<file path="src/rtl/pipe_stage_reg_if.sv">
// pipe_stage_reg_if: one valid/ready stream of writeback entries.
//   valid   : producer has an entry this cycle
//   ready   : consumer accepts this cycle
//   rd_addr : destination register
//   rd      : result value
//   wb_en   : writeback enable
//   meta    : opaque sideband payload
// master = producer side, slave = consumer side.
interface pipe_stage_reg_if #(
  parameter int XLEN       = 32,
  parameter int REG_ADDR_W = 5,
  parameter int META_W     = 8
);
  logic                  valid;
  logic                  ready;
  logic [REG_ADDR_W-1:0] rd_addr;
  logic [XLEN-1:0]       rd;
  logic                  wb_en;
  logic [META_W-1:0]     meta;

  modport master (output valid, rd_addr, rd, wb_en, meta, input  ready);
  modport slave  (input  valid, rd_addr, rd, wb_en, meta, output ready);
endinterface

</file>
<file path="src/rtl/pipe_stage_reg.sv">
// pipe_stage_reg: 2-entry in-order skid buffer between pipeline stages,
// with a register-bypass lookup across both held entries.
//   clk, rst   : clock, synchronous active-low reset
//   flush      : synchronous kill of all held entries
//   in_if      : upstream stream (slave); in_if.ready is a registered flag
//   out_if     : downstream stream (master); fields are 0 when not valid
//   occupancy  : number of held entries, 0..2
//   fwd_addr   : bypass lookup address
//   fwd_hit    : a held entry will write fwd_addr (x0 never hits)
//   fwd_data   : youngest matching value, 0 when no hit
module pipe_stage_reg #(
  parameter int XLEN            = 32,
  parameter int REG_ADDR_W      = 5,
  parameter int META_W          = 8,
  parameter int ZERO_REG_SQUASH = 1
) (
  input  logic                  clk,
  input  logic                  rst,
  input  logic                  flush,
  pipe_stage_reg_if.slave       in_if,
  pipe_stage_reg_if.master      out_if,
  output logic [1:0]            occupancy,
  input  logic [REG_ADDR_W-1:0] fwd_addr,
  output logic                  fwd_hit,
  output logic [XLEN-1:0]       fwd_data
);

  typedef struct packed {
    logic [REG_ADDR_W-1:0] rd_addr;
    logic [XLEN-1:0]       rd;
    logic                  wb_en;
    logic [META_W-1:0]     meta;
  } entry_t;

  entry_t     head_q, skid_q, head_d, skid_d, in_ent;
  logic [1:0] occ_q, occ_d;
  logic       rdy_q;
  logic       acc, drn, head_vld, skid_vld;
  logic       head_hit, skid_hit;

  assign head_vld = (occ_q != 2'd0);
  assign skid_vld = (occ_q == 2'd2);

  // rdy_q tracks "room for one more"; the reset term only forces it low
  // while reset is asserted so the first post-reset cycle can accept.
  assign in_if.ready = rdy_q & rst;
  assign acc = in_if.valid & in_if.ready;
  assign drn = head_vld & out_if.ready;

  always_comb begin
    in_ent.rd_addr = in_if.rd_addr;
    in_ent.rd      = in_if.rd;
    in_ent.meta    = in_if.meta;
    in_ent.wb_en   = in_if.wb_en &
                     ~((ZERO_REG_SQUASH != 0) && (in_if.rd_addr == '0));
  end

  // Vacated slots are cleared so the head register doubles as the
  // zeroed bubble output without extra muxing.
  always_comb begin
    head_d = head_q;
    skid_d = skid_q;
    occ_d  = occ_q;
    case (occ_q)
      2'd0: if (acc) begin
        head_d = in_ent;
        occ_d  = 2'd1;
      end
      2'd1: begin
        if (acc && drn) begin
          head_d = in_ent;
        end else if (acc) begin
          skid_d = in_ent;
          occ_d  = 2'd2;
        end else if (drn) begin
          head_d = '0;
          occ_d  = 2'd0;
        end
      end
      2'd2: if (drn) begin
        // in_ready is low at occupancy 2, so no accept can coincide
        head_d = skid_q;
        skid_d = '0;
        occ_d  = 2'd1;
      end
      default: begin
        head_d = '0;
        skid_d = '0;
        occ_d  = 2'd0;
      end
    endcase
    if (flush) begin
      head_d = '0;
      skid_d = '0;
      occ_d  = 2'd0;
    end
  end

  always_ff @(posedge clk) begin
    if (!rst) begin
      head_q <= '0;
      skid_q <= '0;
      occ_q  <= 2'd0;
      rdy_q  <= 1'b1;
    end else begin
      head_q <= head_d;
      skid_q <= skid_d;
      occ_q  <= occ_d;
      rdy_q  <= (occ_d != 2'd2);
    end
  end

  assign occupancy      = occ_q;
  assign out_if.valid   = head_vld;
  assign out_if.rd_addr = head_q.rd_addr;
  assign out_if.rd      = head_q.rd;
  assign out_if.wb_en   = head_q.wb_en;
  assign out_if.meta    = head_q.meta;

  // Skid is younger than head, so it takes priority on a double match.
  assign head_hit = head_vld & head_q.wb_en & (head_q.rd_addr == fwd_addr);
  assign skid_hit = skid_vld & skid_q.wb_en & (skid_q.rd_addr == fwd_addr);
  assign fwd_hit  = (fwd_addr != '0) & (head_hit | skid_hit);

  always_comb begin
    fwd_data = '0;
    if (fwd_addr != '0) begin
      if (skid_hit)      fwd_data = skid_q.rd;
      else if (head_hit) fwd_data = head_q.rd;
    end
  end

endmodule

</file>
<file path="src/flat_wrapper.sv">
// flat-port wrapper written by rule: the top's interface ports become plain ports
module pipe_stage_reg_flat 
#(
  parameter int XLEN            = 32,
  parameter int REG_ADDR_W      = 5,
  parameter int META_W          = 8,
  parameter int ZERO_REG_SQUASH = 1
)
  (clk, rst, flush, occupancy, fwd_addr, fwd_hit, fwd_data, in_if_valid, in_if_rd_addr, in_if_rd, in_if_wb_en, in_if_meta, in_if_ready, out_if_valid, out_if_rd_addr, out_if_rd, out_if_wb_en, out_if_meta, out_if_ready);
  pipe_stage_reg_if #(.XLEN(XLEN), .REG_ADDR_W(REG_ADDR_W), .META_W(META_W)) in_if_i ();
  pipe_stage_reg_if #(.XLEN(XLEN), .REG_ADDR_W(REG_ADDR_W), .META_W(META_W)) out_if_i ();
  input  logic clk;
  input  logic rst;
  input  logic flush;
  output logic [1:0] occupancy;
  input  logic [REG_ADDR_W-1:0] fwd_addr;
  output logic fwd_hit;
  output logic [XLEN-1:0] fwd_data;
  input wire logic [$bits(in_if_i.valid)-1:0] in_if_valid;
  input wire logic [$bits(in_if_i.rd_addr)-1:0] in_if_rd_addr;
  input wire logic [$bits(in_if_i.rd)-1:0] in_if_rd;
  input wire logic [$bits(in_if_i.wb_en)-1:0] in_if_wb_en;
  input wire logic [$bits(in_if_i.meta)-1:0] in_if_meta;
  output wire logic [$bits(in_if_i.ready)-1:0] in_if_ready;
  output wire logic [$bits(out_if_i.valid)-1:0] out_if_valid;
  output wire logic [$bits(out_if_i.rd_addr)-1:0] out_if_rd_addr;
  output wire logic [$bits(out_if_i.rd)-1:0] out_if_rd;
  output wire logic [$bits(out_if_i.wb_en)-1:0] out_if_wb_en;
  output wire logic [$bits(out_if_i.meta)-1:0] out_if_meta;
  input wire logic [$bits(out_if_i.ready)-1:0] out_if_ready;
  assign in_if_i.valid = in_if_valid;
  assign in_if_i.rd_addr = in_if_rd_addr;
  assign in_if_i.rd = in_if_rd;
  assign in_if_i.wb_en = in_if_wb_en;
  assign in_if_i.meta = in_if_meta;
  assign in_if_ready = in_if_i.ready;
  assign out_if_valid = out_if_i.valid;
  assign out_if_rd_addr = out_if_i.rd_addr;
  assign out_if_rd = out_if_i.rd;
  assign out_if_wb_en = out_if_i.wb_en;
  assign out_if_meta = out_if_i.meta;
  assign out_if_i.ready = out_if_ready;
  pipe_stage_reg #(.XLEN(XLEN), .REG_ADDR_W(REG_ADDR_W), .META_W(META_W), .ZERO_REG_SQUASH(ZERO_REG_SQUASH)) u_core (.clk(clk), .rst(rst), .flush(flush), .in_if(in_if_i), .out_if(out_if_i), .occupancy(occupancy), .fwd_addr(fwd_addr), .fwd_hit(fwd_hit), .fwd_data(fwd_data));
endmodule
</file>
<file path="config.mk">
export PLATFORM = sky130hd
export DESIGN_NAME = pipe_stage_reg_flat
export DESIGN_NICKNAME = d
export VERILOG_FILES = /design/src/rtl/pipe_stage_reg_if.sv /design/src/rtl/pipe_stage_reg.sv /design/src/flat_wrapper.sv
export SDC_FILE = /design/constraint.sdc
export NUM_CORES = 1
export LEC_CHECK = 0
export CAP_MARGIN = 15
export CORE_MARGIN = 3
export CORE_UTILIZATION = 35
export DETAILED_ROUTE_END_ITERATION = 6
export PLACE_DENSITY = 0.74
export RECOVER_POWER = 50
export SLEW_MARGIN = 20
export SYNTH_ARGS = -nofsm -noshare
export SYNTH_HDL_FRONTEND = slang
export SYNTH_SLANG_ARGS = --single-unit
</file>
<file path="constraint.sdc">
create_clock -name clk -period 1.84 [get_ports clk]
set_input_delay 0.184 -clock clk [delete_from_list [all_inputs] [get_ports clk]]
set_output_delay 0.184 -clock clk [all_outputs]
set_load 0.02 [all_outputs]
</file>
==> results of run 1 <==
## stage by stage
step / cells / TNS, ps
after floorplan: 525 / 0
after global placement: 827 / -25210
after detailed placement: 827 / -27290
after CTS: 844 / -12240
after global routing: 844 / -24150
final: 844 / -14310
## per-layer routing
metal  vias up  track usage [%]  wire length, um  share of wire, %
met4         0             7.49              357               2.5
li1       2210                -                -                 -
met3        28             4.32             1170               8.1
met5         -                0                0                 0
met2       248             35.3             7120                49
met1      2213             25.7             5820                40
## state kept, by name, indices dropped and copies added (netlist names)
name and flops:
u_core.rdy_q 1, u_core.occupancy 2, u_core.out_if.rd 32, u_core.out_if.meta 8
u_core.out_if.wb_en 1, u_core.out_if.rd_addr 5, u_core.skid_q 46
## logic make-up (layout without fill, tap and decap cells)
| logic type | after synthesis | count (layout) |
|---|---|---|
| AO/OA/AOI/OAI | 129 | 129 |
| buffers and inverters | 53 | 204 |
| flip-flops | 95 | 95 |
| AND/OR/NAND/NOR | 234 | 234 |
| multiplexers | 4 | 4 |
| XOR/XNOR | 10 | 10 |
## area by class of cell
cell class	instances	share of cell area, %
repair buffers	187	28.3
inverters	1	0.0572
flip-flops and latches	95	29.0
clock buffers	10	3.64
multi-input cells	377	34.4
clock inverters	6	1.39
well taps	168	3.20
## worst paths after layout
kind	startpoint	to	slack (ps)	cells after the start
max	u_core.skid_q[43]$_SDFFE_PP0P_	fwd_data[15]	-400	7
min	in_if_rd[30]	u_core.skid_q[39]$_SDFFE_PP0P_	460	3
max reg2reg	u_core.occupancy[0]$_SDFF_PN0_	u_core.skid_q[32]$_SDFFE_PP0P_	-180	6
min reg2reg	u_core.skid_q[7]$_SDFFE_PP0P_	u_core.skid_q[7]$_SDFFE_PP0P_	460	2
## power breakdown
part           switching (uW)  leakage, uW  internal (uW)
clock network             804     0.000151           1230
logic                     275      0.00151            261
registers                17.5     0.000768           2080
## tightest hold or removal path, stage by stage
cell             delay, ps
clkdlybuf4s50_1        420
nand3_1                 70
a21oi_1                 60
## cell usage after synthesis (all sizes together) (2+ instances only)
master,n,area (sq um)
nor4,2,18.8
nor3,2,21.3
nand3,71,355
and2,2,12.5
a21oi,78,394
o22a,2,17.5
and3,6,37.5
xor2,5,43.8
nor2b,3,26.3
nor2,63,236
a222oi,45,450
nand2,72,270
buf,41,264
and4b,2,21.3
xnor2,5,43.8
dfxtp,95,1900
nand4b,2,17.5
nand4,5,31.3
mux2i,4,40.0
clkbuf,11,41.3
## what timing repair did
item	CTS	global route
setup endpoints to repair	34	36
buffers inserted	1	0
pin swaps	4	2
resized for setup	170	12
==> impl_metrics.ini, run 1 <==
[clocking]
ctsHoldBuffers = 0
clockBufferDepth = 2
cts_root_buf = clkbuf_16
cts_tree = done
h-tree-depth = 3
cts.clk_slew.worst_paths_ps = 70
cts_sinks = 95
clkLatencyLatePin_ps = 330
cts_inserted_buffers = 9

[logic_synthesis]
yosys.cell_types.count = 36
synth-xor-area-share_pct = 2.02
synthAdderAreaFrac_pct = 0
ys_warn_count = 0
synthFlopType = dfxtp_1
mappedNetlistNets = 581
synthCells = 525
synth-seq-cells = 95
syn_area_per_cell_sq_um = 8.25
synthSimpleGateAreaFrac_pct = 24.8
ys_seq_area_share_pct = 43.9
synth_mux_area_share_pct = 0.924
async_reset_ff_share_pct = 0
synth_top_family_by_area = simple AND/OR/NAND/NOR gates
synth_edf_count = 0
synth.cell_area_sq_um = 4330
synth_compound_gate_area_share_pct = 21.2

[detailed_routing]
viasPerCell = 5.57
avgRoutedWirePerCell_um = 17.1
first_pass_iters = 7
drt_iter0_drc = 590
wirelength_um = 14500
drc = 0
ant_nets = 0
num_vias = 4699

[final_layout]
fin_util_pct = 54.4
nFillCells = 1092
stdcell_area_sq_um = 6560
syn_to_final_growth_pct = 51.5
final_common_cell = dfxtp_1
final_nets = 727
drive_gt1_share_pct = 21.2
antenna_cells = 0
final_cell_mix = 93 x dfxtp_1, 72 x nand2_1, 71 x nand3_1
multi_input_area_sq_um = 2260
final-seq-area_sq_um = 1900

[setup_path]
cpMaxStageDelayCell = and4b_2
path_cells = xor2_1, nor4_2, and4b_2, buf_12, nand2_1, a21oi_2, buf_6
cp-end-kind = output port
worst_path_dominant_cell_family = simple AND/OR/NAND/NOR gates
max_stage_delay_ps = 340
crit_type = register to output port
worstSetupStartpointType = register
crit_buf_inv = 2
required_ps = 1660
cp.arrival_ps = 2060
path_max_fanout = 17

[timing]
fmax_ghz = 0.446
period_needed_ps = 2240
fin_hold_ws_ps = 456
worst_slack_ps = -400
rsz0062_at_grt = yes
slew_viol_final = 0
setup_violations = 53
fin_crit_sh_pct = 122
finalHoldViolCount = 0
tightest_slew_ps = 418
fin_worst_skew_ps = 6.18
maxSlewHeadroom_pct = 72.1

[global_routing]
grt_pass1_vias = 4544
grt-ovfl-total = 0
antenna_found_initial = 0
grt_pass1_wl_um = 22600
grt_use_total_pct = 20.7
grt_max_degree = 54

[die]
core_sq_um = 12100
die_x_um = 117
die_h_um = 117
initial_core_util_pct = 35.9
rows = 40
die-area_sq_um = 13700
io_pins = 139

[placement]
preCtsSetupSlack_ps = -879
gp_congestion = 0.822
dpl_cell_area_sq_um = 6270
dp_hpwl_um = 10200
io_buffers = 138

[power]
p_leak_uw = 0.00243
p_per_area_nw_per_um2 = 711
fin_total_pwr_uw = 4670
ir_drop_v = 0.000744

[hold_path]
hold_class = input port to register

[run_status]
failed_checks = negative setup slack
status = finished, violations left

[flow_run]
max_cap_violations = 0
Power figures use the tool's default switching activity.
==> run 2: changes to the inputs <==
--- a/config.mk
+++ b/config.mk
@@ -6,10 +6,11 @@
 export NUM_CORES = 1
 export LEC_CHECK = 0
 export CAP_MARGIN = 15
+export CORE_ASPECT_RATIO = 0.6
 export CORE_MARGIN = 3
 export CORE_UTILIZATION = 35
 export DETAILED_ROUTE_END_ITERATION = 6
-export PLACE_DENSITY = 0.74
+export PLACE_DENSITY = 0.77
 export RECOVER_POWER = 50
 export SLEW_MARGIN = 20
 export SYNTH_ARGS = -nofsm -noshare
==> constraint.sdc (replaced) <==
create_clock -name clk -period 2 [get_ports clk]
set_input_delay 0.2 -clock clk [delete_from_list [all_inputs] [get_ports clk]]
set_output_delay 0.2 -clock clk [all_outputs]
set_load 0.02 [all_outputs]
==> run 2 against run 1 <==
Compared with the run above: the flow still finishes with violations (negative setup slack); clock power decreased by 11%; sequential cell count unchanged; worst hold slack got worse by 3.9 ps; via count increased by 2.6%; register-to-register slack improved by 170 ps; clock skew increased by 1.3 ps; global-route usage increased by 1.8 points; critical path depth increased by 1; sequential power decreased by 8%; core utilization increased by 2.2 points; wire length increased by 10%; final area increased by 0.65%; largest power group unchanged.
==> impl_metrics.ini, run 2 (synthesis results as in run 1) <==
[die]
core_sq_um = 11700
die-area_sq_um = 13800
rows = 30
io_pins = 139
die_x_um = 150
initial_core_util_pct = 37.1
die_h_um = 92.2

[detailed_routing]
wirelength_um = 16000
avgRoutedWirePerCell_um = 19.0
met2_length_um = 7340
drc = 0
num_vias = 4820
wl_met1_um = 6730
wl_met3_um = 1740
viasPerCell = 5.74
ant_nets = 0
first_pass_iters = 6
highest_layer = met4
drt_iter0_drc = 619

[final_layout]
final_cell_mix = 90 x dfxtp_1, 68 x nand2_1, 66 x nand3_1
final_common_cell = dfxtp_1
nFillCells = 1022
antenna_cells = 0
drive_gt1_share_pct = 22.1
syn_to_final_growth_pct = 52.5
largest_reg_flops = 46
top_register = u_core.skid_q
final_nets = 731

[placement]
gp_congestion = 0.843
dp_hpwl_um = 10800
io_buffers = 138

[power]
p_leak_uw = 0.00251
p_per_area_nw_per_um2 = 641
ir_drop_v = 0.000400

[setup_path]
path_max_fanout = 5
cp-end-kind = output port
r2r.worst_path.cells = 6
startpoint = u_core.skid_q[41]$_SDFFE_PP0P_
crit_type = register to output port
cp.arrival_ps = 2100
endpoint = fwd_data[4]
rr_endpoint = u_core.skid_q[38]$_SDFFE_PP0P_
timing.rr.start = u_core.occupancy[0]$_SDFF_PN0_
required_ps = 1800
rrSetupSlack_ps = -10
worstSetupStartpointType = register

[timing]
fin_hold_ws_ps = 452
finalHoldViolCount = 0
period_needed_ps = 2300
fin_setup_tns_ps = -7980
fin_worst_skew_ps = 7.45
rsz0062_at_grt = yes
slew_viol_final = 0
fmax_ghz = 0.435
setup_violations = 34
maxSlewHeadroom_pct = 69.0
tightest_slew_ps = 463
worst_slack_ps = -300
fin_crit_sh_pct = 115

[clocking]
cts_inserted_buffers = 9
clkLatencyLatePin_ps = 340
cts_tree = done
h-tree-depth = 3
cts.clk_slew.worst_paths_ps = 70
clockBufferDepth = 2
cts_root_buf = clkbuf_16
cts_sinks = 95

[global_routing]
grt_pass1_vias = 4595
grt-ovfl-total = 0
antenna_found_initial = 0
grt_pass1_wl_um = 24800
grt_use_total_pct = 22.5
grt_max_degree = 56

[flow_run]
max_cap_violations = 0

[run_status]
failed_checks = negative setup slack
status = finished, violations left

[hold_path]
hold_class = register to register
run 2: cell types whose count changed in the layout (fill, tap and decap cells not counted), moves of 4 or more:
cell and change:
a21oi_1 +13, a21oi_2 -13, clkdlybuf4s50_1 -7, dlygate4sd3_1 +5
nand3_1 -5, nand3_2 +5, nand2_1 -4
run 2: worst max-delay path: stages (launching register included):
cell	delay, ps
dfxtp_2	340
xor2_2	180
nor4_2	280
and4b_2	340
buf_4	130
buf_6	130
nand2_1	60
a21oi_1	140
buf_4	160
run 2: timing repair:
| action | 4_1_cts | 5_1_grt |
|---|---|---|
| endpoints found under the setup margin | 33 | 33 |
| gates resized for setup | 192 | 27 |
| pin swaps | 12 | 6 |
| setup buffers | 5 | 4 |
| hold buffers | 0 | 0 |
| cloned | 1 | 0 |
| endpoints found under the hold margin | 0 | 0 |
run 2: worst min-delay path by stage:
stage          slack (ps)                                 end                           from  depth (start not counted)
3_5_place_dp          440       u_core.skid_q[0]$_SDFFE_PP0P_  u_core.skid_q[0]$_SDFFE_PP0P_                          2
4_1_cts               440      u_core.skid_q[39]$_SDFFE_PP0P_                   in_if_rd[30]                          3
6_report              450       u_core.skid_q[0]$_SDFFE_PP0P_  u_core.skid_q[0]$_SDFFE_PP0P_                          2
5_1_grt               460       u_core.skid_q[2]$_SDFFE_PP0P_                  in_if_meta[2]                          3
3_3_place_gp          440       u_core.skid_q[6]$_SDFFE_PP0P_  u_core.skid_q[6]$_SDFFE_PP0P_                          2
2_1_floorplan         350  u_core.out_if.meta[2]$_SDFFE_PP0P_                  in_if_meta[2]                          2
run 2: layer usage:
| metal | global-route usage, % | vias to the layer above |
|---|---|---|
| li1 | - | 2218 |
| met1 | 31.1 | 2295 |
| met2 | 34.6 | 292 |
| met3 | 6.37 | 15 |
| met4 | 5.71 | 0 |
| met5 | 0 | - |
run 2: per-stage QoR:
| stage | cell area, sq um | instances | total power [uW] | setup slack, ps | utilization, % |
|---|---|---|---|---|---|
| 2_1_floorplan | 4330 | 525 | 2190 | 85.4 | - |
| 3_5_place_dp | 6100 | 814 | 2460 | -824 | 52.2 |
| 5_1_grt | 6610 | 840 | 4380 | -373 | 56.6 |
| 3_3_place_gp | 6100 | 814 | 2450 | -774 | 52.2 |
| 4_1_cts | 6480 | 836 | 4270 | -293 | 55.5 |
| 6_report | 6610 | 840 | 4230 | -300 | 56.6 |
run 2: report_power, final:
part	internal (uW)	switching (uW)	leakage [uW]
sequential	1910	18.7	0.000770
combinational	233	258	0.00159
clock	1050	760	0.000153
total	3200	1040	0.00251
run 2: cell type report:
class	count	area (sq um)	area share, %
tap	160	200	3.03
sequential	95	1910	28.9
inverter	1	3.75	0.0568
timing repair buffer	191	1900	28.7
clock inverter	5	63.8	0.966
multi-input combinational	377	2280	34.5
clock buffer	11	253	3.83
==> RTL change: new RTL, flow settings as in run 1 <==
`ZERO_REG_SQUASH` is set to 1 in 2 places; all go to 0.
--- a/src/rtl/pipe_stage_reg.sv
+++ b/src/rtl/pipe_stage_reg.sv
@@ -12,7 +12,7 @@
   parameter int XLEN            = 32,
   parameter int REG_ADDR_W      = 5,
   parameter int META_W          = 8,
-  parameter int ZERO_REG_SQUASH = 1
+  parameter int ZERO_REG_SQUASH = 0
 ) (
   input  logic                  clk,
   input  logic                  rst,
--- a/src/flat_wrapper.sv
+++ b/src/flat_wrapper.sv
@@ -4,7 +4,7 @@
   parameter int XLEN            = 32,
   parameter int REG_ADDR_W      = 5,
   parameter int META_W          = 8,
-  parameter int ZERO_REG_SQUASH = 1
+  parameter int ZERO_REG_SQUASH = 0
 )
   (clk, rst, flush, occupancy, fwd_addr, fwd_hit, fwd_data, in_if_valid, in_if_rd_addr, in_if_rd, in_if_wb_en, in_if_meta, in_if_ready, out_if_valid, out_if_rd_addr, out_if_rd, out_if_wb_en, out_if_meta, out_if_ready);
   pipe_stage_reg_if #(.XLEN(XLEN), .REG_ADDR_W(REG_ADDR_W), .META_W(META_W)) in_if_i ();
Function: changed (Yosys sat finds a counterexample within 4 cycles, from zero or initial values and one cycle with rst low).
==> RTL change against run 1 <==
  * Clock skew fell by 1.5 ps
  * Area after synthesis is 2.3% higher
  * Via count decreased by 4.8%
  * Final area increased by 2.8%
  * Clock power fell by 3%
  * Total power down 2.0%
  * Routed wire length rose by 4.4%
  * Worst setup slack got worse by 20 ps
  * Combinational power decreased by 5.2%
  * The flow still finishes with violations (setup timing)
  * Sequential cell count did not move
  * Critical path depth grew 2
  * First-iteration DRC count is 30% lower
  * Largest cell class unchanged
  * Non-clock buffer count rose by 6
==> RTL change: results (changes against run 1) <==
| Metric | Value |
|---|---|
| Outcome | `finished with violations` |
| Failing checks | `setup timing` |
| Yosys top cell area share | `42.9% (-0.97 points)` |
| Vias in the first global route | `4603 (+1.3%)` |
| Post-placement cell area | `6270 um^2 (about the same)` |
| Clk_lat worst skew | `350 ps (+20 ps)` |
| Clock skew | `4.72 ps (-1.45 ps)` |
| Worst slack at placement | `-877 ps (+2.51 ps)` |
| Syn Nets | `534 (-8.1%)` |
| Placer Congestion | `0.863 (+5.1%)` |
| Seq/Total Area, Yosys | `42.9% (-0.97 points)` |
| Crit path max fanout | `8 (-9)` |
| Fin worst setup slack | `-420 ps (-20.0 ps)` |
| First-pass GRT wire length | `23600 um (+4.2%)` |
| Slowest cell on the critical path | `dfxtp_2` |
| Family with the most delay on the worst path | `buffers and inverters` |
| Total Wirelength | `15100 um (+4.4%)` |
| Lkg Pwr | `2.42 nW (-0.31%)` |
| 1st-pass router iterations | `5 (-2)` |
| Initial drt markers | `412 (-30%)` |
| Worst min path class | `register to register` |
| Hold path depth | `1 (-2)` |
| Total GRT Usage | `20.8% (+0.15 points)` |
| Maximum VDD drop | `0.624 mV (-16%)` |
| Top cells by area, synth | `dfxtp_1, a22oi_1, o2bb2ai_1, nor2_1, a21oi_2` |
| Share of layout cells above drive strength 1 | `25.0% (+3.8 points)` |
| Final setup violation count | `35 (-34%)` |
| Synth unique cells | `42 (+17%)` |
| Worst slew margin | `34.3% (-38 points)` |
-- RTL change: timing repair --
item                                    in CTS  in global routing
gates resized for setup                    166                 46
pin swaps                                    4                  7
setup buffers                                0                  5
endpoints found under the setup margin      56                 67
endpoints found under the hold margin        0                  0
gates cloned                                 1                  1
-- RTL change: cell type report --
class	count	area, um^2
clock inverter	4	52.6
timing repair buffer	193	1930
tap	168	210
multi-input combinational	335	2380
fill	1143	5470
sequential	95	1900
clock buffer	12	267
inverter	1	3.75
-- RTL change: metal layers --
layer  share of wire [%]  GRT usage (%)  wire, um  vias up
met5                   0              0         0        -
met4                 1.5           8.18       227        0
met3                 7.0           7.70      1060       24
met2                  51           35.4      7630      163
met1                  41           23.8      6190     2183
li1                    -              -         -     2104
-- RTL change: per-stage QoR --
step	utilization [%]	setup TNS, ps	instances	hold slack, ps
4_1_cts	53.6	-11320	802	468
3_5_place_dp	51.3	-34950	785	446
2_1_floorplan	-	0	478	345
3_3_place_gp	51.1	-43410	784	448
6_report	55.2	-12030	808	461
5_1_grt	55.2	-16540	808	481
-- RTL change: worst register-to-register path, cell delays in order, from the launching register on --
cell,delay (ps)
dfxtp_1,330
buf_4,170
nor2b_2,170
o31ai_2,480
nor2_4,100
buf_4,200
o2bb2ai_1,140
-- RTL change: worst paths after layout --
check,slack (ps),from,end
max,-420,u_core.skid_q[45]$_SDFFE_PP0P_,fwd_data[20]
min,460,u_core.out_if.meta[1]$_SDFFE_PP0P_,u_core.out_if.meta[1]$_SDFFE_PP0P_
max reg2reg,90,u_core.occupancy[0]$_SDFF_PN0_,u_core.out_if.rd[5]$_SDFFE_PP0P_
min reg2reg,460,u_core.out_if.meta[1]$_SDFFE_PP0P_,u_core.out_if.meta[1]$_SDFFE_PP0P_
-- RTL change: cells by family (layout without fill, tap and decap cells) --
logic type	after synthesis	in the layout	share of synthesized area, %
AO/OA/AOI/OAI	167	167	29.7
XOR/XNOR	10	10	2.15
buffers and inverters	49	210	6.53
flip-flops	95	95	42.9
multiplexers	10	10	2.26
AND/OR/NAND/NOR	147	148	16.4
-- RTL change: power by group --
part | internal [W] | switching, W | total [W]
registers | 0.00208 | 0.0000200 | 0.00210
logic | 0.000250 | 0.000256 | 0.000507
clock network | 0.00116 | 0.000802 | 0.00197
